===== config.mk =====
export PLATFORM = sky130hd
export DESIGN_NAME = tick_gen
export DESIGN_NICKNAME = d
export VERILOG_FILES = /design/src/rtl/tick_gen_pkg.sv /design/src/rtl/tick_gen_chan.sv /design/src/rtl/tick_gen.sv
export SDC_FILE = /design/constraint.sdc
export NUM_CORES = 1
export LEC_CHECK = 0
export ABC_AREA = 1
export CAP_MARGIN = 20
export CORE_MARGIN = 2
export CORE_UTILIZATION = 54
export DETAILED_ROUTE_END_ITERATION = 10
export PLACE_DENSITY = 0.76
export SETUP_SLACK_MARGIN = 0.05
export SLEW_MARGIN = 5
export SYNTH_ARGS = -nofsm -noshare
export SYNTH_HDL_FRONTEND = slang
export SYNTH_SLANG_ARGS = --single-unit

===== constraint.sdc =====
create_clock -name clock -period 2.2 [get_ports clock]
set_clock_uncertainty 0.1 [all_clocks]
set_input_delay 0.44 -clock clock [delete_from_list [all_inputs] [get_ports clock]]
set_output_delay 0.44 -clock clock [all_outputs]
set_load 0.02 [all_outputs]

===== src/rtl/tick_gen_pkg.sv =====
// Shared clock-rate constants and helpers for run-time tick generation.
// Replaces the fixed compile-time divider constants with enums and elaboration-time functions.
package tick_gen_pkg;

  localparam logic [63:0] CLK_FREQ      = 64'd100_000_000;
  localparam logic [63:0] RTC_FREQ      = 64'd32_768;
  localparam logic [63:0] UART_BAUD     = 64'd115_200;
  localparam int          ACC_WIDTH_DEF = 32;

  typedef enum logic {
    TICK_DIV  = 1'b0,
    TICK_FRAC = 1'b1
  } tick_mode_t;

  // Register layout of one channel at the default accumulator width.
  typedef struct packed {
    logic                     en;
    tick_mode_t               mode;
    logic [ACC_WIDTH_DEF-1:0] value;
  } tick_chan_reg_t;

  // Rounded phase increment: freq * 2^acc_width / CLK_FREQ, in 64-bit arithmetic.
  function automatic logic [63:0] frac_inc(input logic [63:0] freq,
                                           input int acc_width = ACC_WIDTH_DEF);
    logic [63:0] num;
    num = (freq << acc_width) + (CLK_FREQ >> 1);
    return num / CLK_FREQ;
  endfunction

  // Legacy integer divider semantics: (f/fo)/2-1.
  function automatic logic [63:0] tick_div(input logic [63:0] freq);
    return ((CLK_FREQ / freq) >> 1) - 64'd1;
  endfunction

endpackage


===== src/rtl/tick_gen_chan.sv =====
// One tick channel: configuration registers plus an integer-divide or
// fractional phase-accumulator counter, with registered tick/toggle outputs.
module tick_chan
  import tick_gen_pkg::*;
#(
  parameter int                   ACC_WIDTH   = 32,
  parameter logic                 RESET_EN    = 1'b1,
  parameter tick_mode_t           RESET_MODE  = TICK_DIV,
  parameter logic [ACC_WIDTH-1:0] RESET_VALUE = '0
) (
  input  logic                 clock,
  input  logic                 reset,
  input  logic                 wr,
  input  logic                 wr_enable,
  input  tick_mode_t           wr_mode,
  input  logic [ACC_WIDTH-1:0] wr_value,
  input  logic                 restart,
  output logic                 tick,
  output logic                 toggle,
  output logic [ACC_WIDTH-1:0] cfg_value
);

  logic                 en;
  tick_mode_t           mode;
  logic [ACC_WIDTH-1:0] value;
  logic [ACC_WIDTH-1:0] cnt;
  logic                 tick_q;
  logic                 tog_q;

  logic [ACC_WIDTH:0]   frac_sum;
  logic [ACC_WIDTH-1:0] cnt_nxt;
  logic                 tick_nxt;

  always_comb begin
    frac_sum = {1'b0, cnt} + {1'b0, value};
    cnt_nxt  = '0;
    tick_nxt = 1'b0;
    if (en) begin
      if (mode == TICK_FRAC) begin
        cnt_nxt  = frac_sum[ACC_WIDTH-1:0];
        tick_nxt = frac_sum[ACC_WIDTH];
      end else if (cnt == value) begin
        tick_nxt = 1'b1;
      end else begin
        cnt_nxt = cnt + ACC_WIDTH'(1);
      end
    end
  end

  // A write also clears the phase so the new configuration starts from zero.
  always_ff @(posedge clock) begin
    if (reset) begin
      en     <= RESET_EN;
      mode   <= RESET_MODE;
      value  <= RESET_VALUE;
      cnt    <= '0;
      tick_q <= 1'b0;
      tog_q  <= 1'b0;
    end else if (wr) begin
      en     <= wr_enable;
      mode   <= wr_mode;
      value  <= wr_value;
      cnt    <= '0;
      tick_q <= 1'b0;
      tog_q  <= 1'b0;
    end else if (restart) begin
      cnt    <= '0;
      tick_q <= 1'b0;
      tog_q  <= 1'b0;
    end else begin
      cnt    <= cnt_nxt;
      tick_q <= tick_nxt;
      tog_q  <= en & (tog_q ^ tick_nxt);
    end
  end

  assign tick      = tick_q;
  assign toggle    = tog_q;
  assign cfg_value = value;

endmodule


===== src/rtl/tick_gen.sv =====
// Multi-channel tick / clock-enable generator: write decode and output
// packing around CHANNELS independent tick_chan instances.
module tick_gen
  import tick_gen_pkg::*;
#(
  parameter int                                  CHANNELS    = 3,
  parameter int                                  ACC_WIDTH   = 32,
  parameter logic [CHANNELS-1:0]                 RESET_EN    = '1,
  parameter logic [CHANNELS-1:0]                 RESET_MODE  = 3'b100,
  parameter logic [CHANNELS-1:0][ACC_WIDTH-1:0]  RESET_VALUE =
    {ACC_WIDTH'(frac_inc(RTC_FREQ, ACC_WIDTH)), {ACC_WIDTH{1'b0}}, {ACC_WIDTH{1'b0}}},
  localparam int                                 CW = (CHANNELS > 1) ? $clog2(CHANNELS) : 1
) (
  input  logic                          clock,
  input  logic                          reset,
  input  logic                          wr_en,
  input  logic [CW-1:0]                 wr_chan,
  input  logic                          wr_enable,
  input  logic                          wr_mode,
  input  logic [ACC_WIDTH-1:0]          wr_value,
  input  logic [CHANNELS-1:0]           restart,
  output logic [CHANNELS-1:0]           tick,
  output logic [CHANNELS-1:0]           toggle,
  output logic [CHANNELS*ACC_WIDTH-1:0] cfg_value
);

  for (genvar i = 0; i < CHANNELS; i++) begin : g_chan
    logic wr_hit;

    // Indices at or above CHANNELS match no instance and are dropped.
    assign wr_hit = wr_en && (wr_chan == CW'(i));

    tick_chan #(
      .ACC_WIDTH   (ACC_WIDTH),
      .RESET_EN    (RESET_EN[i]),
      .RESET_MODE  (tick_mode_t'(RESET_MODE[i])),
      .RESET_VALUE (RESET_VALUE[i])
    ) u_chan (
      .clock     (clock),
      .reset     (reset),
      .wr        (wr_hit),
      .wr_enable (wr_enable),
      .wr_mode   (tick_mode_t'(wr_mode)),
      .wr_value  (wr_value),
      .restart   (restart[i]),
      .tick      (tick[i]),
      .toggle    (toggle[i]),
      .cfg_value (cfg_value[i*ACC_WIDTH +: ACC_WIDTH])
    );
  end

endmodule


==> qor.txt <==
NumNets Final: 3541
Hold/Removal Path Class: register to register
hold_buf cts: 0
Rel. slew slack: 58.5%
WP buf/inv: 2
setup violators final: 0
die area: 33700 um^2
Skew-Pair Late Insertion Delay: 0.54 ns
TritonCTS Sinks: 204
synth warn: 0
fin cells: 3821
Detailed Place HPWL: 59.2 mm
Final Hold Vio Count: 0
Fmax: 457 MHz
vias in the first global route: 19900
top_reg_cell synth: dfxtp_1
num rows: 65
PortBufs: 143
Crit path required time: 2.56 ns
Reg clk slew, reported paths: 0.06 ns
initial core utilization: 55.0%
Worst setup SP type: register
TNS Setup: 0 ns
cells after synthesis: 3073
total power per unit cell area: 467 nW/um^2
Worst VDD drop: 0.678 mV
layout cells sized above 1: 17.6%
worst-case reg-to-reg path depth: 10
Post-synth EDFFs: 0
syn nets: 3217
Antenna Nets Post-Route: 0
Leakage: 11.3 nW
arrival time worst endpoint: 2.55 ns
drt wl/cell: 19.6 um
grt ovf: 0
Synth Cell Area: 17400 um^2
hold depth: 2
routed wire length: 75.0 mm
share of synthesized registers carrying an async set or reset: 0%
unrepaired setup endpoints after global routing: yes
Synth Register Bits: 204
DRC violations left: 0
initial antenna violation count: 4
status: finished, final reports clean
IO Pins: 144
Tot GR Track Use: 42.4%
htree depth: 1
Root Buffer: clkbuf_16
total CTS buffers: 26
first-pass GRT wire length: 110 mm
Top cell by count, worst path: nand2_1
Worst Tran Pin Value: 0.621 ns
count of cell types in the netlist: 43
Starting DRT DRC Count: 2707
max-slew violations: 0
TritonCTS clock tree: done
syn avg cell area: 5.66 um^2
worst setup margin: 0.0113 ns
CTS max path bufs: 3
Max-Cap Viols: 0
first-pass detailed-route iteration total: 8
DR vias: 22000
crit share post-route: 99.5%
Yosys top cell area share: 23.5%
Largest stage delay, worst path: 0.33 ns
WP depth: 10
largest net degree at the start of global routing: 77
delay-heaviest family, CP: simple AND/OR/NAND/NOR gates
gpl congestion: 1.09
largest area contributor in the synthesized netlist: dfxtp_1
die width: 184 um
worst path cell trace: buf_4 -> ha_1 -> nand2_1 -> nor2_1 -> inv_1 -> nor2_1 -> nand2_1 -> nand2_1 -> nand4_1 -> a21oi_1
CP Capture Type: register
slowest CP cell: dfxtp_1
Core Area: 31600 um^2
critical setup path kind: register to register
worst slack, placed: -0.0521 ns
Die H: 184 um
Syn-to-layout area delta: 30.6%
main area contributors after synthesis: dfxtp_1 (23%), nand2_1 (21%), inv_1 (10%), nor2_1 (8.6%), nand3_1 (7.3%)
Tmin final: 2.19 ns
post-synthesis sequential area ratio: 23.5%
Max FO, Critical Path: 4
drt via density: 5.76
fill cell count: 2797
Inst Count DP: 3763
## where the power goes
| part | switching (mW) | internal, mW | total, mW |
|---|---|---|---|
| Combinational | 1.49 | 0.972 | 2.46 |
| Clock | 1.76 | 2.37 | 4.13 |
| Sequential | 0.178 | 3.85 | 4.03 |
## path summary, 6_finish.rpt
| path | startpoint | endpoint | slack (ns) |
|---|---|---|---|
| worst min-delay path | g_chan[0].u_chan.en | g_chan[0].u_chan.en | 0.37 |
| worst max-delay path | g_chan[2].u_chan.cnt[0] | g_chan[2].u_chan.cnt[28] | 0.01 |
| worst max register to register | g_chan[2].u_chan.cnt[0] | g_chan[2].u_chan.cnt[28] | 0.01 |
| worst min register to register | g_chan[0].u_chan.en | g_chan[0].u_chan.en | 0.37 |
## through the flow
stage          instance area, um^2  total power [mW]  hold WS (ns)  utilization (%)
6_report                     22700              10.6         0.369             71.8
5_1_grt                      22700              10.9         0.390             71.8
4_1_cts                      21600              10.3         0.367             68.3
3_5_place_dp                 20700              6.24         0.354             65.5
3_3_place_gp                 20700              6.21         0.334             65.5
2_1_floorplan                17400              5.15         0.324                -
## kinds of logic after synthesis
| kind of cell | after synthesis | synth area share [%] |
|---|---|---|
| AO/OA/AOI/OAI | 346 | 10.4 |
| buffers and inverters | 552 | 12.3 |
| adder cells (fa/ha/maj) | 102 | 7.46 |
| flip-flops | 204 | 23.5 |
| XOR/XNOR | 36 | 1.81 |
| AND/OR/NAND/NOR | 1833 | 44.6 |
## Yosys cell counts (8+ instances only)
library cell and n:
nor2_1 399, clkbuf_1 36, o21ai_0 130, inv_1 479, nor3_2 10, a21o_1 11
o21bai_1 9, buf_2 15, dfxtp_1 204, nand3_1 255, xor2_1 30, nor4_1 8
or2_2 21, a21oi_1 186, buf_4 8, and2_1 14, nand2_2 9, nand4_1 46
nand2_1 982, nor2_2 11, ha_1 99, nor3_1 52
## layer usage
| layer | up-vias | share of wire [%] | track usage (%) |
|---|---|---|---|
| met5 | - | 0 | 0 |
| li1 | 10300 | - | - |
| met3 | 251 | 13 | 10.0 |
| met4 | 0 | 5.7 | 18.6 |
| met1 | 10000 | 40 | 56.6 |
| met2 | 1392 | 42 | 65.1 |
## flip-flops by register name, summed over array words and instances, names as in the netlist
name	cells
g_chan.u_chan.mode	3
g_chan.u_chan.toggle	3
g_chan.u_chan.cnt	96
g_chan.u_chan.tick	3
g_chan.u_chan.cfg_value	96
g_chan.u_chan.en	3
## worst register-to-register path: cells and delay by family, from the launching register on
| kind | cells | cell delay [ns] |
|---|---|---|
| AO/OA/AOI/OAI | 1 | 0.17 |
| adder cells (fa/ha/maj) | 1 | 0.27 |
| buffers and inverters | 2 | 0.26 |
| flip-flops | 1 | 0.33 |
| AND/OR/NAND/NOR | 6 | 0.99 |
## cell type report
class                           count  area, um^2  share of cell area, %
Clock buffer                       37         753                   3.31
Timing Repair Buffer              361        3150                   13.9
Inverter                          487        1830                   8.05
Antenna cell                        4        10.0                 0.0440
Tap cell                          402         503                   2.21
Sequential cell                   204        4170                   18.3
Multi-Input combinational cell   2317       12300                   53.9
Clock inverter                      9        52.6                  0.231
## repair_timing
action | CTS | global route
gates cloned | 0 | 0
setup buffers | 0 | 8
resized for setup | 80 | 285
setup endpoints to repair | 86 | 112
pin swaps | 0 | 21
## layout by cell type, fill, tap and decap left out, drive strengths merged
cell type,instances
diode,4
fa,3
buf,218
nand4,46
and2,14
or2,22
inv,486
nand3b,7
o21ai,132
o211ai,5
nor3b,3
dfxtp,204
clkbuf,37
xor2,30
o31ai,2
ha,99
o21bai,9
nand2,991
nand3,259
clkdlybuf4s50,81
dlygate4sd2,52
and3,3
nor2,412
nor3,66
dlymetal6s2s,10
nor4,10
xnor2,6
clkinv,10
a21o,11
a21oi,187
Power figures use the tool's default switching activity.
